$ cat src/rtl/wb_regfile_if.sv
// Bus between the MEM/WB pipeline register, the decode read ports and the
// writeback/register-file block.
interface wb_regfile_if #(
  parameter int XLEN = 32,
  parameter int AW   = 5
);
  logic            memtoreg_wb;
  logic            regwrite_wb;
  logic [XLEN-1:0] readdata_wb;
  logic [XLEN-1:0] alures_wb;
  logic [AW-1:0]   rd_wb;
  logic [2:0]      func3_wb;
  logic [AW-1:0]   rs1_id;
  logic [AW-1:0]   rs2_id;
  logic [XLEN-1:0] rdata1_id;
  logic [XLEN-1:0] rdata2_id;
  logic [XLEN-1:0] wb_data;
  logic            wb_we;
  logic            load_err;

  modport master (
    output memtoreg_wb, regwrite_wb, readdata_wb, alures_wb, rd_wb, func3_wb,
           rs1_id, rs2_id,
    input  rdata1_id, rdata2_id, wb_data, wb_we, load_err
  );

  modport slave (
    input  memtoreg_wb, regwrite_wb, readdata_wb, alures_wb, rd_wb, func3_wb,
           rs1_id, rs2_id,
    output rdata1_id, rdata2_id, wb_data, wb_we, load_err
  );
endinterface

$ cat src/rtl/wb_regfile.sv
// Writeback stage: load alignment/extension, 32-entry integer register file,
// two decode read ports with same-cycle write-through bypass, sticky load error.

// One decode read port: x0 forcing and writeback bypass over the array value.
module wb_rd_port #(
  parameter int XLEN = 32,
  parameter int AW   = 5
) (
  input  logic [AW-1:0]   rs,
  input  logic [XLEN-1:0] arr_q,
  input  logic            byp_en,
  input  logic [AW-1:0]   byp_rd,
  input  logic [XLEN-1:0] byp_data,
  output logic [XLEN-1:0] rdata
);
  always_comb begin
    rdata = arr_q;
    if (rs == '0)
      rdata = '0;
    else if (byp_en && (byp_rd == rs))
      rdata = byp_data;
  end
endmodule

module wb_regfile #(
  parameter int XLEN = 32,
  parameter int NREG = 32
) (
  input  logic        clk,
  input  logic        rst_n,
  wb_regfile_if.slave bus
);
  localparam int AW  = $clog2(NREG);
  localparam int NRD = 2;

  localparam logic [2:0] F3_LB  = 3'b000;
  localparam logic [2:0] F3_LH  = 3'b001;
  localparam logic [2:0] F3_LW  = 3'b010;
  localparam logic [2:0] F3_LBU = 3'b100;
  localparam logic [2:0] F3_LHU = 3'b101;

  // x0 has no storage; the array starts at index 1.
  logic [XLEN-1:0] regs [1:NREG-1];

  logic [1:0]      off;
  logic [7:0]      ld_byte;
  logic [15:0]     ld_half;
  logic [XLEN-1:0] ld_data;
  logic            misaligned;
  logic            illegal;
  logic            bad;
  logic [XLEN-1:0] wb_data;
  logic            wb_we;
  logic            load_err_q;

  // ---------------------------------------------------------------------------
  // Load extraction and error classification
  // ---------------------------------------------------------------------------
  assign off     = bus.alures_wb[1:0];
  assign ld_byte = bus.readdata_wb[{off, 3'b000} +: 8];
  assign ld_half = bus.readdata_wb[{off[1], 4'b0000} +: 16];

  always_comb begin
    ld_data    = bus.readdata_wb;
    misaligned = 1'b0;
    illegal    = 1'b0;
    unique case (bus.func3_wb)
      F3_LB:  ld_data = {{(XLEN-8){ld_byte[7]}}, ld_byte};
      F3_LBU: ld_data = {{(XLEN-8){1'b0}}, ld_byte};
      F3_LH: begin
        ld_data    = {{(XLEN-16){ld_half[15]}}, ld_half};
        misaligned = off[0];
      end
      F3_LHU: begin
        ld_data    = {{(XLEN-16){1'b0}}, ld_half};
        misaligned = off[0];
      end
      F3_LW:  misaligned = (off != 2'b00);
      default: illegal = 1'b1;
    endcase
  end

  assign bad     = bus.memtoreg_wb & (misaligned | illegal);
  assign wb_data = bus.memtoreg_wb ? ld_data : bus.alures_wb;
  assign wb_we   = bus.regwrite_wb & (bus.rd_wb != '0) & ~bad;

  assign bus.wb_data  = wb_data;
  assign bus.wb_we    = wb_we;
  assign bus.load_err = load_err_q;

  // ---------------------------------------------------------------------------
  // Register array and sticky error flag
  // ---------------------------------------------------------------------------
  always_ff @(posedge clk or negedge rst_n) begin
    if (!rst_n) begin
      for (int i = 1; i < NREG; i++) regs[i] <= '0;
    end else if (wb_we) begin
      regs[bus.rd_wb] <= wb_data;
    end
  end

  always_ff @(posedge clk or negedge rst_n) begin
    if (!rst_n)   load_err_q <= 1'b0;
    else if (bad) load_err_q <= 1'b1;
  end

  // ---------------------------------------------------------------------------
  // Read ports
  // ---------------------------------------------------------------------------
  logic [NRD-1:0][AW-1:0]   rs_vec;
  logic [NRD-1:0][XLEN-1:0] arr_vec;
  logic [NRD-1:0][XLEN-1:0] rdata_vec;
  logic                     byp_en;

  assign rs_vec = {bus.rs2_id, bus.rs1_id};
  // Bypass is held off in reset so the ports show zeros immediately.
  assign byp_en = wb_we & rst_n;

  for (genvar p = 0; p < NRD; p++) begin : g_rd
    always_comb begin
      arr_vec[p] = '0;
      if (rs_vec[p] != '0) arr_vec[p] = regs[rs_vec[p]];
    end

    wb_rd_port #(.XLEN(XLEN), .AW(AW)) u_port (
      .rs       (rs_vec[p]),
      .arr_q    (arr_vec[p]),
      .byp_en   (byp_en),
      .byp_rd   (bus.rd_wb),
      .byp_data (wb_data),
      .rdata    (rdata_vec[p])
    );
  end

  assign bus.rdata1_id = rdata_vec[0];
  assign bus.rdata2_id = rdata_vec[1];
endmodule

$ cat src/flat_wrapper.sv
// flat-port wrapper written by rule: the top's interface ports become plain ports
module wb_regfile_flat 
#(
  parameter int XLEN = 32,
  parameter int NREG = 32
)
  (clk, rst_n, bus_memtoreg_wb, bus_regwrite_wb, bus_readdata_wb, bus_alures_wb, bus_rd_wb, bus_func3_wb, bus_rs1_id, bus_rs2_id, bus_rdata1_id, bus_rdata2_id, bus_wb_data, bus_wb_we, bus_load_err);
  wb_regfile_if #(.XLEN(XLEN), .AW(5)) bus_i ();
  input  logic clk;
  input  logic rst_n;
  input wire logic [$bits(bus_i.memtoreg_wb)-1:0] bus_memtoreg_wb;
  input wire logic [$bits(bus_i.regwrite_wb)-1:0] bus_regwrite_wb;
  input wire logic [$bits(bus_i.readdata_wb)-1:0] bus_readdata_wb;
  input wire logic [$bits(bus_i.alures_wb)-1:0] bus_alures_wb;
  input wire logic [$bits(bus_i.rd_wb)-1:0] bus_rd_wb;
  input wire logic [$bits(bus_i.func3_wb)-1:0] bus_func3_wb;
  input wire logic [$bits(bus_i.rs1_id)-1:0] bus_rs1_id;
  input wire logic [$bits(bus_i.rs2_id)-1:0] bus_rs2_id;
  output wire logic [$bits(bus_i.rdata1_id)-1:0] bus_rdata1_id;
  output wire logic [$bits(bus_i.rdata2_id)-1:0] bus_rdata2_id;
  output wire logic [$bits(bus_i.wb_data)-1:0] bus_wb_data;
  output wire logic [$bits(bus_i.wb_we)-1:0] bus_wb_we;
  output wire logic [$bits(bus_i.load_err)-1:0] bus_load_err;
  assign bus_i.memtoreg_wb = bus_memtoreg_wb;
  assign bus_i.regwrite_wb = bus_regwrite_wb;
  assign bus_i.readdata_wb = bus_readdata_wb;
  assign bus_i.alures_wb = bus_alures_wb;
  assign bus_i.rd_wb = bus_rd_wb;
  assign bus_i.func3_wb = bus_func3_wb;
  assign bus_i.rs1_id = bus_rs1_id;
  assign bus_i.rs2_id = bus_rs2_id;
  assign bus_rdata1_id = bus_i.rdata1_id;
  assign bus_rdata2_id = bus_i.rdata2_id;
  assign bus_wb_data = bus_i.wb_data;
  assign bus_wb_we = bus_i.wb_we;
  assign bus_load_err = bus_i.load_err;
  wb_regfile #(.XLEN(XLEN), .NREG(NREG)) u_core (.clk(clk), .rst_n(rst_n), .bus(bus_i));
endmodule
$ cat config.mk
export PLATFORM = sky130hd
export DESIGN_NAME = wb_regfile_flat
export DESIGN_NICKNAME = d
export VERILOG_FILES = /design/src/rtl/wb_regfile_if.sv /design/src/rtl/wb_regfile.sv /design/src/flat_wrapper.sv
export SDC_FILE = /design/constraint.sdc
export NUM_CORES = 2
export LEC_CHECK = 0
export BUFFER_PORTS_ARGS = -buffer_cell sky130_fd_sc_hd__buf_2
export CORE_MARGIN = 4
export CORE_UTILIZATION = 45
export CTS_BUF_LIST = sky130_fd_sc_hd__clkbuf_4 sky130_fd_sc_hd__clkbuf_8
export DETAILED_ROUTE_END_ITERATION = 6
export PLACE_DENSITY = 0.63
export SYNTH_ARGS = -nofsm -noshare
export SYNTH_HDL_FRONTEND = slang
export SYNTH_SLANG_ARGS = --single-unit
$ cat constraint.sdc
create_clock -name clk -period 4.3 [get_ports clk]
set_input_delay 0.645 -clock clk [delete_from_list [all_inputs] [get_ports clk]]
set_output_delay 0.645 -clock clk [all_outputs]
set_load 0.02 [all_outputs]
======== After elaboration in Yosys (flattened, before gate mapping) ========
Cells that the tools add are included.
Widths: inputs -> output; s select.
word-level totals
  flip-flop bits (word level) ............. 993
  output and inout port bits .............. 98
cells by class
  magnitude comparators ................... 4
  equal/unequal tests ..................... 6
  shifts and indexed selects .............. 2
  multiplexer cells ....................... 19
  bitwise gates (word level) .............. 9
  reduce and logical (&&, ||, !) cells .... 12
operator list
  cell                count
  $bwmux 992          1
  $mux 32             12
  $bmux 32 s5         2
  $demux 32 s5        1
  $pmux 32 s4         1
  $shiftx 32x6->16    1
  $shiftx 32x6->8     1
  $ge 6x6->1 const B  3
  $not 5->6           3
  $reduce_bool 5->1   3
  $eq 5x5->1          2
  $logic_not 5->1     2
  $eq 3x3->1 const B  2
  $lt 6x1->1 const B  1
  $reduce_or 5->1     1
  $and 1x1->1         4
  $eq 3x1->1 const B  1
  $eq 3x2->1 const B  1
  $logic_and 1x1->1   3
  $logic_not 3->1     1
  $pmux 1 s2          1
  $reduce_bool 2->1   1
  $reduce_or 2->1     1
  $mux 1              1
  2 further kinds     2

======== Logic depth before layout (Yosys ltp) ========
  depth in word-level cells ............... 11
  depth in mapped cells ................... 10
  mapped depth without buffers ............ 7

======== Modules after synthesis ========
A second synthesis with hierarchy kept.
second synthesis, totals
  cell total of the unflattened synthesis .. 5258
  area total of the unflattened synthesis .. 53661.5 um^2
by module, submodules not included
  module      instances  cells each  area each (um^2)  sequential area each (um^2)
  wb_regfile  1          5012        52370.2           24848.8
  wb_rd_port  2          123         645.6             0.0

======== Worst setup path after synthesis ========
OpenSTA, ideal clock, no wires.
  path kind ............................... input port to output port
  from .................................... input bus_rd_wb[2]
  to ...................................... output bus_rdata2_id[13]
  arrival ................................. 2.712 ns
  setup slack ............................. 0.943 ns
  stages on the path ...................... 8
  cells stage by stage .................... buf_2 -> or3_1 -> clkbuf_2 -> o31ai_4 -> nor4_2 -> or2_0 -> clkbuf_1 -> o32ai_1
on the way
  longest elaborated chain between the ends .. 7
  elaborated cells between the ends (all ways) .. 8
  classes of those cells .................. eq/ne (1); mux (2); bitwise (3); reduce/logical (2)
ends and longest elaborated chain
  element                    RTL line            RTL
  start, declared            flat_wrapper.sv:15  input wire logic [$bits(bus_i.rd_wb)-1:0] bus_rd_wb;
  $reduce_bool 5->1          wb_regfile.sv:85    assign wb_we = bus.regwrite_wb & (bus.rd_wb != '0) & ~bad;
  $and 1x1->1 (2 in series)  wb_regfile.sv:85
  $and 1x1->1                wb_regfile.sv:117   assign byp_en = wb_we & rst_n;
  $logic_and 1x1->1 *        wb_regfile.sv:20    else if (byp_en && (byp_rd == rs))
  $mux 32 *                  wb_regfile.sv:20
  $mux 32 *                  wb_regfile.sv:18    if (rs == '0)
  end, declared              flat_wrapper.sv:20  output wire logic [$bits(bus_i.rdata2_id)-1:0] bus_rdata2_id;
Mark *: on every way between the ends. The rest lies on a longest branch, timed or not.

======== Worst setup path after layout ========
  from .................................... input bus_rs1_id[3]
  to ...................................... output bus_rdata1_id[12]
on the way
  longest elaborated chain between the ends .. 7
  elaborated cells between the ends (all ways) .. 11
  classes of those cells .................. eq/ne (1); mux (6); bitwise (1); reduce/logical (3)
ends and longest elaborated chain
  element                                      RTL line            RTL
  start, declared                              flat_wrapper.sv:17  input wire logic [$bits(bus_i.rs1_id)-1:0] bus_rs1_id;
  $not 5->6 (implied by the code)              wb_regfile.sv:122   if (rs_vec[p] != '0) arr_vec[p] = regs[rs_vec[p]];
  $bmux 32 s5                                  wb_regfile.sv:122
  $mux 32 (implied by the code) (2 in series)  wb_regfile.sv:122
  $mux 32                                      wb_regfile.sv:122
  $mux 32                                      wb_regfile.sv:20
  $mux 32 *                                    wb_regfile.sv:18
  end, declared                                flat_wrapper.sv:19  output wire logic [$bits(bus_i.rdata1_id)-1:0] bus_rdata1_id;
Mark *: on every way between the ends. The rest lies on a longest branch, timed or not. The select of a mux whose other input is x is not followed.

==> results.sh <==
export IMPL_status="complete, but fails checks"
export IMPL_violations="design-rule violations"
export IMPL_final_cell_area_sq_mm=0.0608
export IMPL_netlist_top_cells_area="dfrtp_1 47%, mux4_2 15%, o21ai_0 8.0%, nand2_1 6.5%, mux2i_1 3.6%"
export IMPL_crit_arrival_ps=3610
export IMPL_die_area_sq_mm=0.124
export IMPL_p_per_area_mw_per_mm2=455
export IMPL_cts_sinks=993
export IMPL_crit_type="input port to primary output"
export IMPL_start_kind="input port"
export IMPL_fmax_mhz=235
export IMPL_h_tree_depth=4
export IMPL_pin_count=184
export IMPL_maxSlewHeadroom_pct=15.5
export IMPL_clk_insertion_delay_late_ps=900
export IMPL_port_buffers=183
export IMPL_synth_top_flop_cell="dfrtp_1"
export IMPL_synthesis_nets=5214
export IMPL_ys_ff_latch=993
export IMPL_drive_above_1_share_pct=25.1
export IMPL_seq_area_frac_synth_pct=46.6
export IMPL_place_congestion=0.969
export IMPL_grt_ovfl_total=0
export IMPL_fin_nets=5332
export IMPL_yosysWarnings=0
export IMPL_grt_pass1_wl_um=316000
export IMPL_cp_startpoint="bus_rs1_id[3]"
export IMPL_min_period_over_period_pct=98.9
export IMPL_syn_area_sq_mm=0.0533
export IMPL_yosysUniqueCellTypes=74
export IMPL_die_h_um=352
export IMPL_setup_viol=0
export IMPL_r2r_start="u_core.regs[709]$_DFFE_PN0P_"
export IMPL_layout_commonest_cell="dfrtp_1"
export IMPL_drv_cap=0
export IMPL_tightest_slew_ps=1270
export IMPL_synth_edf_count=0
export IMPL_num_vias=45745
export IMPL_final_cell_mix="993 x dfrtp_1, 919 x nand2_1, 851 x o21ai_0"
export IMPL_antenna_found_initial=14
export IMPL_synth_area_per_cell_sq_um=10.4
export IMPL_finalHoldViolCount=0
export IMPL_fp_dieW_um=352
export IMPL_num_fill_cells=10531
export IMPL_synthCells=5128
export IMPL_wl_um=219000
export IMPL_required_ps=3650
export IMPL_drt_pass1_iter_count=7
export IMPL_fin_crit_ps=4250
export IMPL_dp_hpwl_um=144000
export IMPL_fin_cells=6920
export IMPL_synth_top_area_share_pct=46.6
export IMPL_dp_cells=6606
export IMPL_grt_pass1_vias=44225
export IMPL_leakagePower_nw=26.8
export IMPL_drt_first_iter_violations=6746
export IMPL_fin_hold_ws_ps=21.1
export IMPL_cts_root_buf="clkbuf_8"
export IMPL_drc=7
export IMPL_viasPerCell=6.61
export IMPL_yosysTopAreaCell="dfrtp_1"
export IMPL_cts_max_path_buffers=3
export IMPL_syn2layout_area_growth_pct=14.1
export IMPL_r2r_slack_ps=3550
export IMPL_async_reset_ff_share_pct=100
export IMPL_start_util_pct=45.3
export IMPL_irDropWorstVdd_v=0.000382
export IMPL_fin_skew_ps=0
export IMPL_routedWlPerCell_um=31.6
export IMPL_core_sq_mm=0.118
export IMPL_grt_max_degree=167
export IMPL_path_clk_slew_ps=60
export IMPL_dpl_cell_area_sq_mm=0.0571
export IMPL_core_rowCount=126
export IMPL_critPathMaxFanout=19
export IMPL_end_kind="primary output"
export IMPL_cts_tree="built"
export IMPL_drv_slew=0
export IMPL_hold_class="input port to async pin"
export IMPL_antenna_left=0
export IMPL_cts_buffers=168
export IMPL_grt_use_total_pct=34.8
## final timing paths
check / endpoint / depth (start not counted)
setup / recovery: bus_rdata1_id[12] / 10
hold / removal: u_core.regs[331]$_DFFE_PN0P_ / 2
setup reg to reg: u_core.regs[709]$_DFFE_PN0P_ / 2
hold reg to reg: u_core.bus.load_err$_DFFE_PN0P_ / 2
max in group asynchronous: u_core.regs[55]$_DFFE_PN0P_ / 4
min in group clk: u_core.regs[528]$_DFFE_PN0P_ / 3
## stage by stage
stage | power [mW] | setup WS, ps | setup TNS, ps | util (%)
2_1_floorplan | 16.1 | 943 | 0 | -
3_3_place_gp | 18.2 | -221 | -283 | 48.5
3_5_place_dp | 18.4 | -183 | -244 | 48.5
4_1_cts | 27.5 | 118 | 0 | 51.5
5_1_grt | 28.8 | -1.92 | -1.92 | 51.6
6_report | 27.7 | 49.3 | 0 | 51.6
## power breakdown
| part | internal [mW] | switching (mW) | total (mW) |
|---|---|---|---|
| clock network | 5.08 | 4.08 | 9.17 |
| logic | 2.75 | 3.35 | 6.10 |
| registers | 11.0 | 1.34 | 12.4 |
| total | 18.9 | 8.78 | 27.7 |
## flip-flops by register name, summed over array words and instances (netlist names)
| register | flops |
|---|---|
| u_core.regs | 992 |
| u_core.bus.load_err | 1 |
## worst max-delay path, stage by stage
cell	delay, ps
buf_2	370
buf_12	250
inv_1	140
nor2_1	280
buf_4	240
a221oi_1	90
buf_4	170
a222oi_1	1020
buf_4	260
buf_6	110
## area by class of cell
type	instances	area [sq um]	share of cell area, %
antenna	12	30.0	0.0494
clock buffer	271	3350	5.51
clock inverter	25	229	0.376
inverter	50	191	0.315
multi-input combinational	3537	26200	43.1
sequential	993	24800	40.9
tap	1536	1920	3.16
timing repair buffer	496	4040	6.64
## metal layers
metal / routed length, um / track usage, % / up-vias
li1: - / - / 18927
met3: 29700 / 12.9 / 783
met5: 28 / 0 / -
met2: 93100 / 49.9 / 3311
met4: 15200 / 20.6 / 6
met1: 80700 / 45.2 / 22718
## cells by family after synthesis
family	count (synthesis)	synth area share, %
AO/OA/AOI/OAI	1500	16.8
buffers and inverters	598	5.01
XOR/XNOR	10	0.164
multiplexers	655	20.8
AND/OR/NAND/NOR	1372	10.6
flip-flops	993	46.6
## cell usage after synthesis (4+ instances only)
master	count
nand2_1	919
and2_1	13
mux2_2	110
a211oi_1	22
o211ai_1	12
nor2_1	260
nor2b_1	44
o21ai_1	20
mux4_2	350
a31oi_1	11
clkbuf_2	14
or3_1	28
buf_2	155
a2bb2oi_1	16
nand4_1	10
nand3_1	19
a222oi_1	4
buf_4	49
a211o_1	4
a22o_1	38
and3_1	7
a22oi_1	84
a221o_1	24
nor3_1	16
xnor2_1	10
a21oi_1	178
buf_6	4
nor4_1	5
mux2i_1	193
o31ai_1	23
a32oi_1	4
o21ai_0	853
a2111oi_0	7
inv_1	48
dfrtp_1	993
nand2b_1	20
clkbuf_1	277
o32ai_1	7
buf_1	49
o22ai_1	32
a311o_1	4
a221oi_1	99
o221ai_1	28
or2_2	13
## timing repair
| item | CTS | global route |
|---|---|---|
| endpoints found under the hold margin | 44 | 0 |
| setup buffers | 1 | 3 |
| gates resized for setup | 3 | 11 |
| hold buffers | 1 | 0 |
| endpoints found under the setup margin | 2 | 5 |
| pin swaps | 2 | 6 |
| cloned | 0 | 1 |
Note: power is estimated with default switching activity, not from simulation.
